### src/rtl/icache_refill_pkg.sv
// icache_refill_pkg: shared encodings and FSM states for the I-cache refill responder
package icache_refill_pkg;
  localparam logic [1:0] BURST_FIXED = 2'd0;
  localparam logic [1:0] BURST_INCR  = 2'd1;
  localparam logic [1:0] BURST_WRAP  = 2'd2;
  localparam logic [1:0] RESP_OKAY   = 2'd0;
  localparam logic [1:0] RESP_SLVERR = 2'd2;
  localparam int BEAT_BYTES = 8;
  typedef enum logic [1:0] {IDLE, WAIT, READ, DATA} state_t;
endpackage

### src/rtl/axi_burst_addr_gen.sv
// axi_burst_addr_gen: next-beat address plus 4 KB-cross and WRAP-length legality checks
module axi_burst_addr_gen
  import icache_refill_pkg::*;
#(
  parameter int ADDR_W = 64
) (
  input  logic [ADDR_W-1:0] addr,
  input  logic [7:0]        len,
  input  logic [1:0]        burst,
  output logic [ADDR_W-1:0] next_addr,
  output logic              cross_4k,
  output logic              wrap_len_bad
);
  logic [ADDR_W-1:0] incr;
  logic [ADDR_W-1:0] mask;
  logic [12:0]       last_off;
  always_comb begin
    incr         = addr + ADDR_W'(BEAT_BYTES);
    mask         = ADDR_W'({len, 3'b111});
    last_off     = {1'b0, addr[11:0]} + {2'b00, len, 3'b000};
    next_addr    = burst == BURST_FIXED ? addr :
                   burst == BURST_WRAP  ? (addr & ~mask) | (incr & mask) : incr;
    cross_4k     = burst == BURST_INCR && last_off[12];
    wrap_len_bad = burst == BURST_WRAP && !(len inside {8'd1, 8'd3, 8'd7, 8'd15});
  end
endmodule

### src/rtl/icache_refill_responder.sv
// icache_refill_responder: AXI4 read-burst responder serving I-cache refills from a synchronous memory port
module icache_refill_responder
  import icache_refill_pkg::*;
#(
  parameter int ADDR_W  = 64,
  parameter int DATA_W  = 64,
  parameter int ID_W    = 4,
  parameter int LATENCY = 2,
  parameter int MAX_LEN = 8
) (
  input  logic              clk,
  input  logic              rst,
  input  logic              ar_valid,
  output logic              ar_ready,
  input  logic [ADDR_W-1:0] ar_addr,
  input  logic [ID_W-1:0]   ar_id,
  input  logic [7:0]        ar_len,
  input  logic [1:0]        ar_burst,
  output logic              r_valid,
  input  logic              r_ready,
  output logic [DATA_W-1:0] r_data,
  output logic [ID_W-1:0]   r_id,
  output logic [1:0]        r_resp,
  output logic              r_last,
  output logic              mem_ren,
  output logic [ADDR_W-1:0] mem_addr,
  input  logic [DATA_W-1:0] mem_rdata
);
  state_t            state, state_nx;
  logic [ADDR_W-1:0] addr, g_addr, next_addr;
  logic [ID_W-1:0]   id;
  logic [7:0]        len, beat, g_len;
  logic [1:0]        burst, g_burst;
  logic [DATA_W-1:0] data_q;
  logic [15:0]       lat_cnt;
  logic              err, ar_err, fresh, cross_4k, wrap_len_bad, accept, hs;
  assign g_addr  = state == IDLE ? ar_addr : addr;
  assign g_len   = state == IDLE ? ar_len : len;
  assign g_burst = state == IDLE ? ar_burst : burst;
  axi_burst_addr_gen #(.ADDR_W(ADDR_W)) u_addr_gen (
    .addr         (g_addr),
    .len          (g_len),
    .burst        (g_burst),
    .next_addr    (next_addr),
    .cross_4k     (cross_4k),
    .wrap_len_bad (wrap_len_bad)
  );
  assign ar_ready = state == IDLE && !rst;
  assign r_valid  = state == DATA;
  assign r_last   = r_valid && beat == len;
  assign mem_ren  = state == READ && !err;
  assign mem_addr = addr;
  assign r_id     = id;
  assign r_resp   = err ? RESP_SLVERR : RESP_OKAY;
  assign r_data   = err ? '0 : fresh ? mem_rdata : data_q;
  always_comb begin
    accept   = ar_valid && ar_ready;
    hs       = r_valid && r_ready;
    ar_err   = ar_addr[2:0] != 3'd0 || {1'b0, ar_len} >= 9'(MAX_LEN) || ar_burst == 2'd3 ||
               cross_4k || wrap_len_bad;
    state_nx = state;
    case (state)
      IDLE: state_nx = accept ? ((LATENCY > 0 && !ar_err) ? WAIT : READ) : IDLE;
      WAIT: state_nx = lat_cnt == 16'(LATENCY - 1) ? READ : WAIT;
      READ: state_nx = DATA;
      DATA: state_nx = hs ? (r_last ? IDLE : READ) : DATA;
    endcase
  end
  always_ff @(posedge clk or posedge rst)
    if (rst) state <= IDLE;
    else     state <= state_nx;
  always_ff @(posedge clk or posedge rst)
    if (rst) begin
      addr    <= '0;
      id      <= '0;
      len     <= '0;
      burst   <= '0;
      err     <= 1'b0;
      beat    <= '0;
      lat_cnt <= '0;
      fresh   <= 1'b0;
      data_q  <= '0;
    end else begin
      fresh <= state == READ;
      if (fresh) data_q <= mem_rdata;
      if (state == WAIT) lat_cnt <= lat_cnt + 16'd1;
      if (accept) begin
        addr    <= ar_addr;
        id      <= ar_id;
        len     <= ar_len;
        burst   <= ar_burst;
        err     <= ar_err;
        beat    <= '0;
        lat_cnt <= '0;
      end
      if (hs && !r_last) begin
        addr <= next_addr;
        beat <= beat + 8'd1;
      end
    end
endmodule

### config.mk
export PLATFORM = sky130hd
export DESIGN_NAME = icache_refill_responder
export DESIGN_NICKNAME = d
export VERILOG_FILES = /design/src/rtl/icache_refill_pkg.sv /design/src/rtl/axi_burst_addr_gen.sv /design/src/rtl/icache_refill_responder.sv
export SDC_FILE = /design/constraint.sdc
export NUM_CORES = 1
export LEC_CHECK = 0
export CAP_MARGIN = 20
export CORE_MARGIN = 2
export CORE_UTILIZATION = 44
export DETAILED_ROUTE_END_ITERATION = 16
export PLACE_DENSITY = 0.81
export SLEW_MARGIN = 40
export SYNTH_ARGS = -nofsm -noshare
export SYNTH_HDL_FRONTEND = slang
export SYNTH_HIERARCHICAL = 1
export SYNTH_SLANG_ARGS = --single-unit
### constraint.sdc
create_clock -name clk -period 6.4 [get_ports clk]
set_input_delay 1.6 -clock clk [delete_from_list [all_inputs] [get_ports clk]]
set_output_delay 1.6 -clock clk [all_outputs]
set_load 0.1 [all_outputs]
-- Word level (Yosys, flattened, before mapping)
Index checks and enable logic that the tools add are counted.
- bits in registers: 170
- latch bits: 0
- bits in writable memories: 0
- memory bits (read-only): 0
- input port bits: 146
- logic and storage cells: 73
- memories kept: 0
- add/sub/neg operators: 4
- multiply operators: 0
- divide/modulo/power cells: 0
- magnitude comparators: 1
- equal/unequal tests: 12
- shift operators: 0
- multiplexer cells: 20
- bitwise logic cells: 4
- reduce and logical (&&, ||, !) cells: 22
- operator list (kind ; number):
    64-bit 2-to-1 mux ; 7
    64-bit by 4-bit adder with 64-bit output (second input constant) ; 1
    64-bit by 11-bit AND with 64-bit output ; 1
    64-bit AND ; 1
    11-bit inverter with 64-bit output ; 1
    64-bit bitwise OR ; 1
    16-bit 2-to-1 mux ; 2
    8-bit 2-to-1 mux ; 3
    16-bit by 1-bit adder with 16-bit output (second input constant) ; 1
    16-bit by 1-bit == test with 1-bit output (second input constant) ; 1
    2-bit 2-to-1 mux ; 7
    12-bit by 11-bit adder with 13-bit output ; 1
    8-bit by 1-bit adder with 8-bit output (second input constant) ; 1
    2-bit == test (second input constant) ; 4
    8-bit by 1-bit == test with 1-bit output (second input constant) ; 1
    8-bit by 2-bit == test with 1-bit output (second input constant) ; 1
    8-bit by 3-bit == test with 1-bit output (second input constant) ; 1
    8-bit by 4-bit == test with 1-bit output (second input constant) ; 1
    8-bit == test ; 1
    8-bit by 4-bit greater-or-equal comparator with 1-bit output (second input constant) ; 1
    1-bit logical AND ; 8
    2-bit one-hot mux with 4 select lines ; 1
    2-bit by 1-bit == test with 1-bit output (second input constant) ; 2
    1-bit logical NOT ; 4
    other kinds (5) ; 10

-- Longest topological paths before layout
Gate-level depths: netlist (run 1).
- depth after elaboration: 10
- mapped depth: 16

-- Cells and area by module
Netlist (run 1), hierarchy kept.
- modules (own cells, without submodules) (module ; times used ; cells an instance ; area an instance (µm²)):
    icache_refill_responder ; 1 ; 729 ; 8514.4
    axi_burst_addr_gen ; 1 ; 241 ; 1640.3

-- Worst setup path before layout (run 1)
No wires, ideal clock.
- kind: reg-to-output
- from: reg state[1]
- to: out r_last
- data arrival time: 4.413 ns
- required time: 4.800 ns
- path slack: 0.387 ns
- cell stages (with the launch flop): 4
- cells stage by stage: dfrtp_1 buf_2 and2_1 nor4b_1
- word-level cells in the longest chain between the ends: 2
- ends and longest elaborated chain (item ; line ; text):
    from (decl) ; icache_refill_responder.sv:29 ; state_t state, state_nx;
    from (signal assigned) ; icache_refill_responder.sv:71 ; else state <= state_nx;
    2-bit == test ; icache_refill_responder.sv:49 ; assign r_valid = state == DATA;
    named net r_valid ; icache_refill_responder.sv:19 ; output logic r_valid,
    1-bit logical AND ; icache_refill_responder.sv:50 ; assign r_last = r_valid && beat == len;
    to (decl) ; icache_refill_responder.sv:24 ; output logic r_last,
The timed path passes the listed nets, and every way through them passes these cells.

-- Worst setup path in the final report (run 1)
- from: in mem_rdata[20]
- to: out r_data[20]
- word-level cells in the longest chain between the ends: 2
- ends and longest elaborated chain (item ; line ; text):
    from (decl) ; icache_refill_responder.sv:27 ; input logic [DATA_W-1:0] mem_rdata
    64-bit 2-to-1 mux ; -- ;
    64-bit 2-to-1 mux ; icache_refill_responder.sv:55 ; assign r_data = err ? '0 : fresh ? mem_rdata : data_q;
    to (decl) ; icache_refill_responder.sv:21 ; output logic [DATA_W-1:0] r_data,
Every way passes these cells.

==> results of run 1 <==
## cells in the final DEF (no fill, tap or decap), drive strengths merged, types with 2 or more instances in the layout
cell type        n
dfrtp          170
buf            150
clkdlybuf4s50  145
mux2           140
nand2           85
nor2b           68
a22o            66
a21o            65
nor2            46
xor2            44
xnor2           39
nand3           35
nand4           25
nor3            19
inv             19
nor4            18
clkbuf          17
and3            16
ha              12
a21oi           10
nor3b            6
o21ai            4
or2              4
a211o            4
and2             4
clkinv           4
a211oi           3
and4             3
nor4b            2
o21a             2
nand4b           2
## worst max-delay path, delay by kind of cell
kind / cells / cell delay (ns)
buf+inv: 2 / 0.90
simple gates: 1 / 0.15
mux: 1 / 0.14
## routing by layer
| layer | vias to the layer above | wire [µm] | part of all wire [%] |
|---|---|---|---|
| met2 | 252 | 13100 | 47 |
| met5 | - | 12 | 0.043 |
| met4 | 2 | 358 | 1.3 |
| met1 | 4049 | 12000 | 43 |
| li1 | 3974 | - | - |
| met3 | 26 | 2240 | 8.1 |
## layout make-up
cell class	instances	area, µm²
Tap cell	285	357
Multi-Input combinational cell	732	5600
Clock inverter	15	170
Fill cell	1942	9490
Sequential cell	170	4260
Inverter	10	45.0
Clock buffer	17	425
Timing Repair Buffer	295	2300
## per-stage QoR
| step | hold WS [ns] | util, % | setup WS (ns) |
|---|---|---|---|
| after floorplan | 0.442 | - | 0.197 |
| after global placement | 0.454 | 58.0 | 1.27 |
| after detailed placement | 0.457 | 55.4 | 1.78 |
| after CTS | 0.476 | 58.1 | 1.99 |
| after global routing | 0.497 | 58.1 | 1.92 |
| final | 0.471 | 58.1 | 2.00 |
## registers in the layout, summed over array words and instances (netlist names)
signal	flops
burst	2
lat_cnt	16
err	1
fresh	1
r_id	4
state	2
len	8
mem_addr	64
data_q	64
beat	8
## final timing paths
kind	start	endpoint	slack, ns
max reg2reg	state[1]	err	2.34
min	r_id[3]	r_id[3]	0.47
min reg2reg	r_id[3]	r_id[3]	0.47
max	mem_rdata[20]	r_data[20]	2.00
min in group asynchronous	rst	data_q[56]	1.71
max in group asynchronous	rst	lat_cnt[6]	3.65
## logic make-up (layout without fill, tap and decap cells)
logic type | count (synthesis) | count (layout) | share of synthesized area (%)
AO/OA/AOI/OAI | 160 | 160 | 12.5
XOR/XNOR | 83 | 83 | 7.16
adder cells (fa/ha/maj) | 12 | 12 | 1.48
buffers and inverters | 68 | 337 | 3.13
flip-flops | 170 | 170 | 41.9
multiplexers | 141 | 141 | 15.6
other | 1 | 1 | 0.0369
AND/OR/NAND/NOR | 335 | 335 | 18.2
==> results.sh, run 1 <==
export IMPL_status="finished, final reports clean"
export IMPL_dp_cells=1492
export IMPL_grt_pass1_wl_mm=43.9
export IMPL_port_buffers=282
export IMPL_cts_tree="built"
export IMPL_cts_max_path_buffers=2
export IMPL_drive_gt1_share_pct=28.3
export IMPL_worstRegToRegCells=14
export IMPL_slew_limit_headroom_pct=49.2
export IMPL_final_max_slew_violation_count=0
export IMPL_synth_top_cell_by_area="dfrtp_1"
export IMPL_grtUsageTotal_pct=22.6
export IMPL_clockRootBuffer="clkbuf_16"
export IMPL_clkTransAtPathRegs_ns=0.07
export IMPL_hold_viol_final=0
export IMPL_cp_required_ns=4.80
export IMPL_cp_data_arrival_time_ns=2.80
export IMPL_hold_depth=2
export IMPL_synth_common_cells="dfrtp_1, mux2_2, nand2_1, nor2b_1, a22o_1"
export IMPL_drtAntennaViolNets=0
export IMPL_clk_latency_ns=0.43
export IMPL_synth_area_top_cells="dfrtp_1, mux2_2, a22o_1, a21o_1, nor2b_1"
export IMPL_layoutNonFillerInstCount=1524
export IMPL_drc_errors=0
export IMPL_met2_usage_pct=37.5
export IMPL_htree_num_levels=4
export IMPL_ys_warn_count=6
export IMPL_ys_ff_latch=170
export IMPL_start_util_pct=44.9
export IMPL_yosys_most_used_dff="dfrtp_1"
export IMPL_synth_edf_count=0
export IMPL_async_flop_share_pct=100
export IMPL_layout_min_cycle_time_ns=4.40
export IMPL_grt_max_degree=91
export IMPL_drt_iter0_markers=469
export IMPL_ys_seq_area_share_pct=41.9
export IMPL_avgSynthCellArea_um2=10.5
export IMPL_busiest_layer="met2"
export IMPL_placedInstanceArea_um2=12600
export IMPL_place_gp_congestion=0.839
export IMPL_hold_class="flip-flop to flip-flop"
export IMPL_grt_util_met1_pct=28.4
export IMPL_start_kind="primary input"
export IMPL_die_height_um=156
export IMPL_cap_violations=0
export IMPL_diodes=0
export IMPL_syn_cell_area_um2=10200
export IMPL_dr_pass1_iters=5
export IMPL_dp_hpwl_mm=20.1
export IMPL_clock_skew_ns=0.0143
export IMPL_routed_via_density=5.45
export IMPL_syn_num_nets=1128
export IMPL_synth_most_common_cell="dfrtp_1"
export IMPL_rows=55
export IMPL_wl_per_cell_um=18.2
export IMPL_nNetsFinal=1384
export IMPL_postCtsSetupBuffers=0
export IMPL_grt_util_met3_pct=7.47
export IMPL_coreArea_um2=22600
export IMPL_die_area_um2=24300
export IMPL_synthToLayoutAreaGrowth_pct=29.5
export IMPL_rsz0062_at_grt="false"
export IMPL_synth_top_area_share_pct=41.9
export IMPL_antenna_found_initial=1
export IMPL_design_portCount=284
export IMPL_grt_pass1_vias=8334
export IMPL_cts_sinks=170
export IMPL_critical_path_class="primary input to output port"
export IMPL_cts_buffers=17
export IMPL_tns_ns=0
export IMPL_routed_wirelength_mm=27.7
export IMPL_ys_types=50
export IMPL_slowest_delay_ns=0.45
export IMPL_crit_fanout=2
export IMPL_holdBufCountCts=0
export IMPL_cts_resized=0
export IMPL_slowest_stage="clkdlybuf4s50_1"
export IMPL_die_x_um=156
export IMPL_vias=8303
export IMPL_period_share_pct=68.8
export IMPL_end_kind="output port"
export IMPL_crit_chain="clkdlybuf4s50_1 > mux2_2 > nor2b_1 > buf_2"
export IMPL_grt_overflow_total=0
export IMPL_netlist_instances=970
export IMPL_final_area_um2=13100
export IMPL_fmax_mhz=227
export IMPL_tightest_slew_ns=0.761
export IMPL_finalSetupViolations=0
Power of run 1 is left out: the tool's default activity adds up to more than one toggle a clock period on the data nets, which glitch-free logic cannot reach.
==> inputs of run 2 (changes only) <==
Settings changed: CORE_UTILIZATION 44 to 49, PLACE_DENSITY 0.81 to 0.86.
Clock period 6.4 ns to 4.23 ns, I/O delays scaled along.
==> run 2 against run 1 <==
Compared with the run above:
- utilization is 7.6 points higher
- non-clock buffer count rose by 6
- global-route usage up 2.6 points
- first-iteration DRC count down 5.1%
- hold slack improved by 0.010 ns
- sequential share of layout area down 0.46 points
==> results.sh, run 2 (synthesis gave the netlist of run 1 again) <==
export IMPL_status="finished, final reports clean"
export IMPL_cts_sinks=170
export IMPL_htree_num_levels=4
export IMPL_hold_class="flip-flop to flip-flop"
export IMPL_clk_latency_ns=0.42
export IMPL_clock_skew_ns=0.0121
export IMPL_cp_data_arrival_time_ns=3.96
export IMPL_layout_common_cells="dfrtp_1, clkdlybuf4s50_1, mux2_2, nand2_1, buf_4"
export IMPL_path_delay_family="simple AND/OR/NAND/NOR gates"
export IMPL_nNetsFinal=1390
export IMPL_grtUsageTotal_pct=25.1
export IMPL_routed_wirelength_mm=27.7
export IMPL_die_x_um=148
export IMPL_cts_tree="built"
export IMPL_final_max_slew_violation_count=0
export IMPL_end_kind="flip-flop"
export IMPL_setup_slack_ns=0.584
export IMPL_fmax_mhz=274
export IMPL_wl_per_cell_um=18.3
export IMPL_tightest_slew_ns=0.774
export IMPL_grt_pass1_wl_mm=44.4
export IMPL_holdBufCountCts=0
export IMPL_place_ws_ns=0.368
export IMPL_multi_input_area_um2=5610
export IMPL_start_kind="flip-flop"
export IMPL_slowest_delay_ns=0.52
export IMPL_hold_viol_final=0
export IMPL_crit_chain="nor2_4 > buf_4 > mux2_2 > nand4_2 > nor3_1 > nand4_1 > nor4_1 > xor2_1 > a22o_1 > a21o_1"
export IMPL_drc_errors=0
export IMPL_rows=52
export IMPL_crit_fanout=18
export IMPL_coreArea_um2=20300
export IMPL_n_fill_cell=1644
export IMPL_path_buf_inv=1
export IMPL_diodes=0
export IMPL_synthToLayoutAreaGrowth_pct=31.4
export IMPL_dp_hpwl_mm=20.0
export IMPL_tns_ns=0
export IMPL_clockRootBuffer="clkbuf_16"
export IMPL_cts_buffers=17
export IMPL_grt_pass1_vias=8494
export IMPL_vias=8407
export IMPL_grt_max_degree=98
export IMPL_grt_overflow_total=0
export IMPL_die_height_um=148
export IMPL_rsz0062_at_grt="false"
export IMPL_clkTransAtPathRegs_ns=0.07
export IMPL_antenna_found_initial=0
export IMPL_slowest_stage="nor2_4"
export IMPL_design_portCount=284
export IMPL_port_buffers=282
export IMPL_period_share_pct=86.2
export IMPL_postCtsSetupBuffers=0
export IMPL_drive_gt1_share_pct=28.8
export IMPL_dr_pass1_iters=4
export IMPL_critical_path_class="flip-flop to flip-flop"
export IMPL_slew_limit_headroom_pct=48.4
export IMPL_cp_required_ns=4.54
export IMPL_cap_violations=0
export IMPL_die_area_um2=21900
export IMPL_layout_min_cycle_time_ns=3.65
export IMPL_final_seq_area_um2=4260
export IMPL_drtAntennaViolNets=0
export IMPL_cts_max_path_buffers=2
export IMPL_drt_iter0_markers=445
export IMPL_start_util_pct=50.0
export IMPL_layout_commonest_cell="dfrtp_1"
export IMPL_place_gp_congestion=0.894
export IMPL_cts_resized=0
export IMPL_finalSetupViolations=0
export IMPL_routed_via_density=5.55
[run 2: cell types whose count changed in the layout (fill, tap and decap cells not counted), sizes merged]
cell      previous run  this run
buf                150       156
clkinv               4         2
clkinvlp             1         6
clkbuf              17        18
inv                 19        16
bufinv               1         0
[run 2: final timing paths]
kind                       cells after the start           end  slack, ns      from
setup / recovery                              10  mem_addr[63]       0.58  state[1]
hold / removal                                 2       r_id[1]       0.48   r_id[1]
hold reg to reg                                2       r_id[1]       0.48   r_id[1]
max in group asynchronous                      3  mem_addr[10]       2.23       rst
setup reg to reg                              10  mem_addr[63]       0.58  state[1]
min in group asynchronous                      2        len[1]       1.11       rst
[run 2: metrics by stage]
stage | hold WS (ns) | utilization [%] | area, µm² | instances
final | 0.481 | 65.7 | 13300 | 1515
after global routing | 0.508 | 65.7 | 13300 | 1515
after CTS | 0.482 | 65.7 | 13300 | 1515
after detailed placement | 0.463 | 62.9 | 12800 | 1483
after global placement | 0.456 | 64.6 | 13100 | 1483
after floorplan | 0.442 | - | 10200 | 970
[run 2: layer usage]
metal	track usage, %	routed length (µm)	vias to the layer above
met4	8.57	622	0
li1	-	-	3996
met3	6.57	2040	44
met2	41.8	13400	280
met1	32.0	11600	4087
met5	0	0	-
[run 2: tightest hold or removal path, cell delays in order, from the launching register on]
cell and delay, ns:
dfrtp_1 0.35, nand2_1 0.05, nand2_1 0.05
[run 2: area by class of cell]
cell class	instances	area share, %
Clock inverter	14	1.02
Sequential cell	170	31.9
Inverter	10	0.310
Timing Repair Buffer	301	19.0
Multi-Input combinational cell	732	42.0
Clock buffer	18	3.22
Tap cell	270	2.53
Power of run 2 is left out for the same reason.
==> RTL change: new RTL, flow settings as in run 1 <==
Change the parameter `MAX_LEN` from 8 to 7.
--- a/src/rtl/icache_refill_responder.sv
+++ b/src/rtl/icache_refill_responder.sv
@@ -8,3 +8,3 @@
   parameter int LATENCY = 2,
-  parameter int MAX_LEN = 8
+  parameter int MAX_LEN = 7
 ) (
Function: changed (a bounded check fails within 4 cycles, from zero or initial values and one cycle with rst high).
==> RTL change against run 1 <==
Count of clock-buffer cells in the layout grew 1. Worst setup slack lost 0.036 ns. Via count grew 2.2%. Cell area shrank 0.25%. Sequential cell count is the same. Utilization shrank 0.32 points. Synthesized area grew 0.32%. Routed wire length shrank 0.72%.
Power is not shown: default switching activity piles up to over one toggle a cycle in this logic, so the estimate is an artifact.
==> RTL change: results (changes against run 1) <==
status=completed (unchanged); clock latency at the later pin of the worst-skew pair=0.43 ns (about the same); share of cells above drive strength 1=28.2% (was 28.3%); filler cell count in the final layout=1933 (was 1942); via count=8487 (was 8303); clock-pin slew on the worst setup and hold paths=around 0.080 ns; Syn Nets=1131 (was 1128); register area share after synthesis=41.8% (was 41.9%); Worst Skew=0.0162 ns (was 0.0143 ns); r2r startpoint=state[1] (unchanged); Post-synth ARST share=100% (unchanged); met2 Use GR=37.9% (was 37.5%); CTS Buffer Depth=2 (unchanged); crit path max-delay cell type=clkdlybuf4s50_1 (unchanged); WL/cell=18.1 um (was 18.2 um); reg2reg setup slack=2.58 ns (was 2.34 ns); worst min path class=register to register (unchanged); setup bufs post-CTS=0 (unchanged); top post-synthesis cells by area=dfrtp_1, mux2_2, a22o_1 (unchanged); nets=1381 (was 1384); largest net degree at the start of global routing=103 (was 91); worst hold stages=2 (unchanged); WHS=0.475 ns (was 0.471 ns); GRT Total Usage=22.4% (was 22.6%); post-CTS sizing=0 (unchanged); WP data arrival=2.84 ns (was 2.80 ns); n_diodes=0 (unchanged); final worst-path cycle share=69.3% (was 68.8%); Detailed Routing Iterations Pass 1=5 (unchanged); Port-buffer cells=282 (unchanged); distinct cell type count after synthesis=50 (unchanged); root buffer cell=clkbuf_16 (unchanged); CP delay by family, top=buffers and inverters (unchanged); Final HPWL DP=19600 um (was 20100 um); Placer Congestion=0.824 (was 0.839); Relative slew margins=46.6% (was 49.2%); M1 GR Usage=28.1% (was 28.4%); grt met3 use=6.06% (was 7.47%); first-pass GRT wire length=44000 um (was 43900 um); antenna-violating nets left=0 (unchanged); Post-Place Worst Slack=1.86 ns (was 1.78 ns); reg2reg end=state[1] (was err); hold path start=burst[1] (was r_id[3]); top cells by count, synth=dfrtp_1, mux2_2, nand2_1, nor2b_1, a22o_1 (unchanged); R2R cell count=12 (was 14); DR iter-0 viols=506 (was 469); delay of the slowest critical-path stage=roughly 0.46 ns; synth warn=6 (unchanged); worst hold endpoint=burst[1] (was r_id[3]); initial antenna violation count=0 (was 1); Inserted Clock Buffers=17 (unchanged); H-Tree Depth=4 (unchanged); Max Fanout on Critical Path=2 (unchanged)
RTL change: logic make-up (layout without fill, tap and decap cells):
group | count (synthesis) | in the layout | synth area share (%)
AOI/OAI and AO/OA | 163 | 163 | 12.6
other | 1 | 1 | 0.0368
muxes | 143 | 143 | 15.8
buffers and inverters | 71 | 334 | 3.50
xor gates and xnor gates | 81 | 81 | 6.96
and+or+nand+nor | 332 | 332 | 17.9
DFF | 170 | 170 | 41.8
adders and majority gates | 12 | 12 | 1.47
RTL change: worst max-delay path by stage:
stage	startpoint	end	slack (ns)
floorplan	rst	beat[0]	0.20
global placement	mem_rdata[29]	r_data[29]	1.23
detailed placement	ar_len[1]	state[1]	1.86
CTS	mem_rdata[29]	r_data[29]	1.96
global route	mem_rdata[29]	r_data[29]	1.93
finish	mem_rdata[29]	r_data[29]	1.96
RTL change: layout make-up:
class                   count  share of cell area, %
clock buffers              18                   3.35
repair buffers            291                   17.3
well taps                 285                   2.72
multi-input cells         732                   42.7
flip-flops and latches    170                   32.5
inverters                  11                  0.410
clock inverters            14                   1.11
RTL change: worst reg2reg max path, delay by kind of cell, from the launching register on:
family	cells	cell delay [ns]
AOI/OAI and AO/OA	5	0.99
DFF	1	0.50
muxes	1	0.40
and+or+nand+nor	4	1.29
buffers and inverters	1	0.23
adders and majority gates	1	0.30
RTL change: metal layers:
metal  wire, um  vias to the layer above
met5          0                        -
met4        432                        0
met3       2150                       31
met2      13200                      317
met1      11700                     4159
li1           -                     3980
RTL change: through the flow:
stage | utilization [%] | area [um2] | instances
2_1_floorplan | - | 10200 | 973
3_3_place_gp | 57.8 | 13100 | 1487
3_5_place_dp | 55.2 | 12500 | 1489
4_1_cts | 57.7 | 13100 | 1521
5_1_grt | 57.8 | 13100 | 1521
6_report | 57.8 | 13100 | 1521
